--- src/rtl/opb_s2p_pkg.sv ---
// rtl/opb_s2p_pkg.sv - register map, bit positions and bus FSM encoding for the simulink2ppc snap register
package opb_s2p_pkg;

   // Byte offsets within the slave window; the word index is bits [3:2].
   localparam logic [7:0] REG_DATA_OFS   = 8'h00;
   localparam logic [7:0] REG_CTRL_OFS   = 8'h04;
   localparam logic [7:0] REG_STATUS_OFS = 8'h08;
   localparam logic [7:0] REG_RSVD_OFS   = 8'h0C;

   localparam logic [1:0] WORD_DATA   = REG_DATA_OFS[3:2];
   localparam logic [1:0] WORD_CTRL   = REG_CTRL_OFS[3:2];
   localparam logic [1:0] WORD_STATUS = REG_STATUS_OFS[3:2];
   localparam logic [1:0] WORD_RSVD   = REG_RSVD_OFS[3:2];

   // Bit positions in OPB numbering (bit 0 is the MSB).
   localparam int CTRL_FREEZE_BIT = 31;
   localparam int STAT_NEW_BIT    = 0;
   localparam int STAT_CNT_MSB    = 16;
   localparam int STAT_CNT_LSB    = 31;
   localparam int CNT_W           = STAT_CNT_LSB - STAT_CNT_MSB + 1;
   localparam int FREEZE_BE_LANE  = 3;

   typedef enum logic {
      ST_IDLE = 1'b0,
      ST_ACK  = 1'b1
   } bus_state_e;

   function automatic int opb_to_lsb(input int opb_bit, input int width);
      return width - 1 - opb_bit;
   endfunction

   // Internal vectors are [N-1:0]; these map OPB bit numbers onto them.
   localparam int FREEZE_IDX    = opb_to_lsb(CTRL_FREEZE_BIT, 32);
   localparam int NEW_IDX       = opb_to_lsb(STAT_NEW_BIT, 32);
   localparam int FREEZE_BE_IDX = opb_to_lsb(FREEZE_BE_LANE, 4);

endpackage

--- src/rtl/opb_s2p_bus_if.sv ---
// rtl/opb_s2p_bus_if.sv - OPB address decode, IDLE/ACK handshake, read sampling and ack generation
module opb_s2p_bus_if
   import opb_s2p_pkg::*;
#(
   parameter logic [31:0] C_BASEADDR = 32'h01003800,
   parameter logic [31:0] C_HIGHADDR = 32'h010038FF
) (
   input  logic        clk,
   input  logic        rst_n,
   input  logic [31:0] abus,
   input  logic        rnw,
   input  logic        select,
   input  logic [31:0] data_word,
   input  logic [31:0] ctrl_word,
   input  logic [31:0] status_word,
   output logic        xfer_start,
   output logic        xfer_rnw,
   output logic [1:0]  xfer_off,
   output logic [31:0] sl_dbus,
   output logic        sl_xfer_ack
);

   bus_state_e  state_q, state_d;
   logic        rnw_q, rnw_d;
   logic [31:0] rdata_q, rdata_d;
   logic        sel_hold_q, sel_hold_d;
   logic        hit;
   logic [1:0]  req_off;
   logic [31:0] mux_word;

   assign req_off = abus[3:2];
   assign hit     = select && (abus >= C_BASEADDR) && (abus <= C_HIGHADDR);

   always_comb begin
      mux_word = '0;
      case (req_off)
         WORD_DATA:   mux_word = data_word;
         WORD_CTRL:   mux_word = ctrl_word;
         WORD_STATUS: mux_word = status_word;
         default:     mux_word = '0;
      endcase
   end

   // A master still holding select after its ack is in the same transfer;
   // it must drop select before it can be acknowledged again.
   always_comb begin
      state_d    = state_q;
      rnw_d      = rnw_q;
      rdata_d    = rdata_q;
      sel_hold_d = sel_hold_q && select;
      xfer_start = 1'b0;
      case (state_q)
         ST_IDLE: begin
            if (hit && !sel_hold_q) begin
               state_d    = ST_ACK;
               rnw_d      = rnw;
               rdata_d    = rnw ? mux_word : '0;
               xfer_start = 1'b1;
            end
         end
         ST_ACK: begin
            state_d    = ST_IDLE;
            sel_hold_d = select;
         end
         default: state_d = ST_IDLE;
      endcase
   end

   always_ff @(posedge clk) begin
      if (!rst_n) begin
         state_q    <= ST_IDLE;
         rnw_q      <= 1'b0;
         rdata_q    <= '0;
         sel_hold_q <= 1'b0;
      end else begin
         state_q    <= state_d;
         rnw_q      <= rnw_d;
         rdata_q    <= rdata_d;
         sel_hold_q <= sel_hold_d;
      end
   end

   assign xfer_rnw    = rnw;
   assign xfer_off    = req_off;
   assign sl_xfer_ack = (state_q == ST_ACK);
   assign sl_dbus     = (sl_xfer_ack && rnw_q) ? rdata_q : '0;

endmodule

--- src/rtl/opb_register_simulink2ppc_snap.sv ---
// rtl/opb_register_simulink2ppc_snap.sv - OPB slave publishing a fabric-captured 32-bit value to software
module opb_register_simulink2ppc_snap
   import opb_s2p_pkg::*;
#(
   parameter logic [31:0] C_BASEADDR   = 32'h01003800,
   parameter logic [31:0] C_HIGHADDR   = 32'h010038FF,
   parameter int          C_OPB_AWIDTH = 32,
   parameter int          C_OPB_DWIDTH = 32,
   parameter string       C_FAMILY     = "virtex5"
) (
   input  logic                    OPB_Clk,
   input  logic                    OPB_Rst,
   input  logic [0:C_OPB_AWIDTH-1] OPB_ABus,
   input  logic [0:3]              OPB_BE,
   input  logic [0:C_OPB_DWIDTH-1] OPB_DBus,
   input  logic                    OPB_RNW,
   input  logic                    OPB_select,
   input  logic                    OPB_seqAddr,
   output logic [0:C_OPB_DWIDTH-1] Sl_DBus,
   output logic                    Sl_errAck,
   output logic                    Sl_retry,
   output logic                    Sl_toutSup,
   output logic                    Sl_xferAck,
   input  logic [31:0]             user_data_in,
   input  logic                    user_data_valid,
   output logic                    user_frozen
);

   logic [31:0]      abus, wdata, rd_bus;
   logic [3:0]       be;
   logic [31:0]      data_q, data_d;
   logic [CNT_W-1:0] cnt_q, cnt_d;
   logic             new_q, new_d;
   logic             freeze_q, freeze_d;
   logic             capture;
   logic [31:0]      ctrl_word, status_word;
   logic             xfer_start, xfer_rnw;
   logic [1:0]       xfer_off;
   logic             unused_ok;

   // Vector assignment keeps numeric value: OPB bit 0 lands on bit 31.
   assign abus      = OPB_ABus;
   assign wdata     = OPB_DBus;
   assign be        = OPB_BE;
   assign Sl_DBus   = rd_bus;
   assign unused_ok = ^{OPB_seqAddr, be[3:1], wdata[31:1]};

   always_comb begin
      ctrl_word             = '0;
      ctrl_word[FREEZE_IDX] = freeze_q;
      status_word           = '0;
      status_word[NEW_IDX]  = new_q;
      status_word[CNT_W-1:0] = cnt_q;
   end

   // Capture is gated by the freeze value already in the register, so a
   // freeze written on the same edge only blocks from the next edge.
   always_comb begin
      data_d   = data_q;
      cnt_d    = cnt_q;
      new_d    = new_q;
      freeze_d = freeze_q;
      capture  = user_data_valid && !freeze_q;
      if (xfer_start && !xfer_rnw && (xfer_off == WORD_CTRL) && be[FREEZE_BE_IDX])
         freeze_d = wdata[FREEZE_IDX];
      if (xfer_start && xfer_rnw && (xfer_off == WORD_DATA))
         new_d = 1'b0;
      if (capture) begin
         data_d = user_data_in;
         cnt_d  = cnt_q + 1'b1;
         new_d  = 1'b1;
      end
   end

   always_ff @(posedge OPB_Clk) begin
      if (!OPB_Rst) begin
         data_q   <= '0;
         cnt_q    <= '0;
         new_q    <= 1'b0;
         freeze_q <= 1'b0;
      end else begin
         data_q   <= data_d;
         cnt_q    <= cnt_d;
         new_q    <= new_d;
         freeze_q <= freeze_d;
      end
   end

   opb_s2p_bus_if #(
      .C_BASEADDR (C_BASEADDR),
      .C_HIGHADDR (C_HIGHADDR)
   ) u_bus_if (
      .clk         (OPB_Clk),
      .rst_n       (OPB_Rst),
      .abus        (abus),
      .rnw         (OPB_RNW),
      .select      (OPB_select),
      .data_word   (data_q),
      .ctrl_word   (ctrl_word),
      .status_word (status_word),
      .xfer_start  (xfer_start),
      .xfer_rnw    (xfer_rnw),
      .xfer_off    (xfer_off),
      .sl_dbus     (rd_bus),
      .sl_xfer_ack (Sl_xferAck)
   );

   assign Sl_errAck   = 1'b0;
   assign Sl_retry    = 1'b0;
   assign Sl_toutSup  = 1'b0;
   assign user_frozen = freeze_q;

endmodule
--- config.mk ---
export PLATFORM = sky130hd
export DESIGN_NAME = opb_register_simulink2ppc_snap
export DESIGN_NICKNAME = d
export VERILOG_FILES = /design/src/rtl/opb_s2p_pkg.sv /design/src/rtl/opb_s2p_bus_if.sv /design/src/rtl/opb_register_simulink2ppc_snap.sv
export SDC_FILE = /design/constraint.sdc
export NUM_CORES = 1
export LEC_CHECK = 0
export ABC_AREA = 1
export BUFFER_PORTS_ARGS = -buffer_cell sky130_fd_sc_hd__buf_2
export CAP_MARGIN = 20
export CORE_ASPECT_RATIO = 1.2
export CORE_MARGIN = 5
export CORE_UTILIZATION = 45
export CTS_CLUSTER_DIAMETER = 150
export DETAILED_ROUTE_END_ITERATION = 6
export PLACE_DENSITY_LB_ADDON = 0.12
export SYNTH_ARGS = -nofsm -noshare
export SYNTH_HDL_FRONTEND = slang
export SYNTH_HIERARCHICAL = 1
export SYNTH_SLANG_ARGS = --single-unit
--- constraint.sdc ---
create_clock -name OPB_Clk -period 1.75 [get_ports OPB_Clk]
set_clock_uncertainty 0.2 [all_clocks]
set_input_delay 0.175 -clock OPB_Clk [delete_from_list [all_inputs] [get_ports OPB_Clk]]
set_output_delay 0.175 -clock OPB_Clk [all_outputs]
set_load 0.01 [all_outputs]
Word level (Yosys, flattened, before mapping):

Index checks and enable logic that the tools add are counted.

* add/sub/neg operators: 1
* order comparisons: 2
* equality and inequality tests: 2
* muxes and demuxes: 9
* bitwise operators: 1
* reduce and logical (&&, ||, !) cells: 17

Operators with widths (number)
* 32-bit one-hot mux with 3 select lines: 1
* 32-bit 2-to-1 mux: 2
* 32-bit by 25-bit >= comparator with 1-bit output, second input constant: 1
* 32-bit by 25-bit less-or-equal comparator with 1-bit output, second input constant: 1
* 16-bit by 1-bit adder with 16-bit output, second input constant: 1
* 1-bit logical AND: 11
* 1-bit 2-to-1 mux: 5
* 1-bit zero test: 3
* 2-bit by 1-bit == test with 1-bit output, second input constant: 1
* 2-bit == test, second input constant: 1
* 2-bit zero test: 1
* 1-bit one-hot mux with 2 select lines: 1
* 2-bit AND reduction: 1
* 2-bit nonzero test: 1
* 1-bit inverter: 1

* bits in registers: 85
* bits of input ports: 106
* output and inout bits: 37

Depth between registers and ports, before layout:

* depth in word-level cells: 10
* depth in mapped cells: 12

Modules after synthesis:

Netlist, hierarchy kept.

By module, submodules not included
* opb_s2p_bus_if: times used 1, cells an instance 400, area each 2381.0 um^2
* opb_register_simulink2ppc_snap: times used 1, cells an instance 279, area each 2060.7 um^2

Least setup slack after synthesis:

OpenSTA, ideal clock, no wires.

* path kind: register to register
* from: register u_bus_if.state_q (netlist: u_bus_if/sl_xfer_ack)
* to: register freeze_q (netlist: user_frozen)
* arrival time: 1419 ps
* slack: 11 ps
* cell stages (with the launch flop): 12
* clock period less this slack: 1739 ps
* path through: dfxtp_1 -> nor2_2 -> nand2_2 -> nor2_4 -> nand2_4 -> nor2_8 -> buf_8 -> nand2_1 -> nor3_1 -> nor2_1 -> a21oi_1 -> nor2_1

* cells in the longest elaborated chain, start to end: 4

RTL lines
* start, declared: RTL line opb_s2p_bus_if.sv:23 `bus_state_e state_q, state_d;`
* start signal, assigned: RTL line opb_s2p_bus_if.sv:76 `state_q <= state_d;`
* 1-bit 2-to-1 mux: RTL line opb_s2p_bus_if.sv:52 `case (state_q)`
* net xfer_start: RTL line opb_register_simulink2ppc_snap.sv:37 `logic xfer_start, xfer_rnw;`
* 1-bit logical AND (3 in series): RTL line opb_register_simulink2ppc_snap.sv:64 `if (xfer_start && !xfer_rnw && (xfer_off == WORD_CTRL) && be[FREEZE_BE_IDX])`
* end signal, assigned: RTL line opb_register_simulink2ppc_snap.sv:85 `freeze_q <= freeze_d;`
* end, declared: RTL line opb_register_simulink2ppc_snap.sv:34 `logic freeze_q, freeze_d;`

The timed path passes the listed nets, and every way through them passes these cells.
A chain may end at the register's enable or synchronous reset.

Final worst setup path:

* from: register u_bus_if.sel_hold_q
* to: register freeze_q (netlist: user_frozen)

* cells in the longest elaborated chain, start to end: 7

RTL lines
* start, declared: RTL line opb_s2p_bus_if.sv:26 `logic sel_hold_q, sel_hold_d;`
* start signal, assigned: RTL line opb_s2p_bus_if.sv:79 `sel_hold_q <= sel_hold_d;`
* 1-bit zero test: RTL line opb_s2p_bus_if.sv:54 `if (hit && !sel_hold_q) begin`
* 1-bit logical AND: RTL line opb_s2p_bus_if.sv:54
* 1-bit 2-to-1 mux: RTL line opb_s2p_bus_if.sv:54
* 1-bit 2-to-1 mux: RTL line opb_s2p_bus_if.sv:52
* net xfer_start: RTL line opb_register_simulink2ppc_snap.sv:37
* 1-bit logical AND (3 in series): RTL line opb_register_simulink2ppc_snap.sv:64

The timed path passes the listed nets, and every way through them passes these cells.

==> flow_summary_export.csv <==
group,metric,value,unit
finish,nets,954,
place,placed_cells,922,
logic_synthesis,synth_top_area_share,38.3,%
route,wl_per_cell,12.1,µm
floorplanning,dieArea,12000,µm²
critical_path,crit_chain,"nor2_2, nand2_2, nor2_4, nand2_4, nor2_8, nand2_2, nor3_2, buf_4, nor2_1, a21oi_1, nor2_1",
logic_synthesis,ys_ff_latch,85,
timing,rsz0062_at_grt,"true",
status,status,"completed",
logic_synthesis,synthDistinctLibCells,34,
power,total_leakage_power,0.00258,µW
place,dpl.hpwl,8170,µm
route,first_pass_iters,4,
route,drc,0,
critical_path,end_kind,"flop",
finish,final_cell_count_no_fill,975,
logic_synthesis,ys_seq_area_share,38.3,%
finish,drive_gt1_share,20.0,%
route,drt_iter0_markers,207,
logic_synthesis,synthTopCellsByArea,"dfxtp_1 38%, nand2_1 11%, nor2_1 11%",
critical_path,crit_fanout,3,
logic_synthesis,synth_edf_count,0,
finish,areaGrowthSynthToFinish,32.5,%
route,routed_wl,11800,µm
critical_path,max_stage_delay,0.31,ns
finish,final_cell_mix,"135 x nand2_1, 130 x nor2_1, 98 x buf_2",
route,vias_per_cell,4.77,
cts,clock_latency,0.34,ns
grt,grt_pass1_vias,4136,
route,drt.antenna.violating_nets,0,
logic_synthesis,synthArstFlopShare,0,%
floorplanning,die_width,101,µm
floorplanning,ioPinCount,143,
cts,cts_buffers,9,
timing,maxSlewViolCount,0,
route,num_vias,4649,
critical_path,required,1.77,ns
power,irDropWorstVdd,495,µV
place,gp_congestion,0.832,
critical_path,crit_type,"reg -> reg",
grt,grt_pass1_wl,18900,µm
logic_synthesis,synth_top_area_cell,"dfxtp_1",
floorplanning,die_h,119,µm
timing,final-hold-violation-count,0,
cts,ctsLongestPathBuffers,2,
critical_path,arrival,1.71,ns
timing,period_share,96.3,%
timing,setup_viol,0,
timing,fin_tns_setup,0,ns
logic_synthesis,synthCells,679,
grt,grt_usage,19.2,%
min_path,hold_path_class,"in -> reg",
flow_run,max-cap-violations,0,
timing,worst_slack,0.0643,ns
timing,max_freq,593,MHz
logic_synthesis,synth_ff_type,"dfxtp_1",
floorplanning,rows,39,
floorplanning,coreArea,9610,µm²
cts,path_clk_slew,0.06,ns
critical_path,start_kind,"flop",
cts,root_buffer,"clkbuf_16",
logic_synthesis,synth.avg_cell_area,6.54,µm²
grt,grt_max_degree,36,
place,port_buffers,98,
grt,antenna_found_initial,0,
critical_path,crit_slowest_cell,"dfxtp_1",
finish,antennaDiodeCount,0,
logic_synthesis,syn_area,4440,µm²
finish,final_common_cell,"nand2_1",
timing,fin_crit,1.69,ns
place,pre_cts_ws,0.0672,ns
power,power.density,767,nW/µm²
cts,clkSinkCount,85,
cts,cts_tree,"yes",
logic_synthesis,yosys_warnings,6,
cts,ctsHtreeMaxLevel,3,
grt,grt_overflow,0,
floorplanning,initial_core_util,46.2,%
==> through the flow <==
step / util [%] / power [µW] / hold WS, ns / instance area (µm²)
after CTS: 60.7 / 4540 / 0.0153 / 5830
after detailed placement: 53.9 / 2470 / 0.219 / 5180
after global placement: 53.9 / 2460 / 0.204 / 5180
after floorplan: - / 2330 / 0.111 / 4620
final: 61.2 / 4520 / 0.0178 / 5890
after global routing: 61.2 / 4700 / 0.0294 / 5890
==> critical path, delay by kind of cell, from the launching register on <==
kind            cells  cell delay (ns)
buf+inv             1             0.15
simple gates        9             0.81
flops               1             0.31
compound gates      1             0.11
==> cell families after synthesis <==
family	Yosys count	share of synthesized area [%]
AO/OA/AOI/OAI	111	12.6
XOR/XNOR	2	0.394
buffers and inverters	105	11.3
AND/OR/NAND/NOR	374	37.0
adder cells (fa/ha/maj)	1	0.282
flip-flops	85	38.3
other	1	0.0844
==> metal layers <==
metal	routed length, µm	vias up	track usage (%)
li1	-	2437	-
met1	5140	2103	23.9
met2	5770	101	33.5
met3	788	8	4.27
met4	80	0	4.47
met5	0	-	0
==> worst paths after layout <==
path	startpoint	slack, ns	to	depth (start not counted)
max	u_bus_if/sel_hold_q	0.06	user_frozen	11
max reg2reg	u_bus_if/sel_hold_q	0.06	user_frozen	11
min reg2reg	u_bus_if/rdata_q[7]	0.27	u_bus_if/rdata_q[7]	2
min	OPB_Rst	0.02	data_q[3]	3
==> sequential cells by signal (all words and copies together), names as in the netlist <==
register              cells
cnt_q                    16
data_q                   32
new_q                     1
u_bus_if/rdata_q         32
u_bus_if/rnw_q            1
u_bus_if/sel_hold_q       1
u_bus_if/sl_xfer_ack      1
user_frozen               1
==> repair_timing <==
action                     CTS  global route
buffers inserted             0             2
setup endpoints to repair    0            10
hold endpoints to repair    34             0
hold buffers                34             0
resized for setup            0             6
==> report_power, final <==
group | total [µW] | leakage (µW) | switching (µW) | internal [µW]
Sequential | 2030 | 0.000694 | 34.2 | 2000
Combinational | 457 | 0.00173 | 251 | 206
Clock | 2030 | 0.000153 | 779 | 1250
==> cells in the mapped netlist, types with 8 or more instances <==
cell	instances
buf_2	12
nor2_1	134
nor2_2	11
o21ai_1	8
nand3_1	71
o21ai_0	63
a21oi_1	38
clkbuf_1	17
dfxtp_1	85
nand2_1	136
inv_1	56
buf_4	11
==> final cells by class <==
cell class | count | area [µm²]
Fill cell | 940 | 3730
Multi-Input combinational cell | 537 | 2430
Sequential cell | 85 | 1700
Timing Repair Buffer | 155 | 1060
Clock buffer | 10 | 229
Inverter | 59 | 221
Tap cell | 123 | 154
Clock inverter | 6 | 86.3
Power figures use the tool's default switching activity.
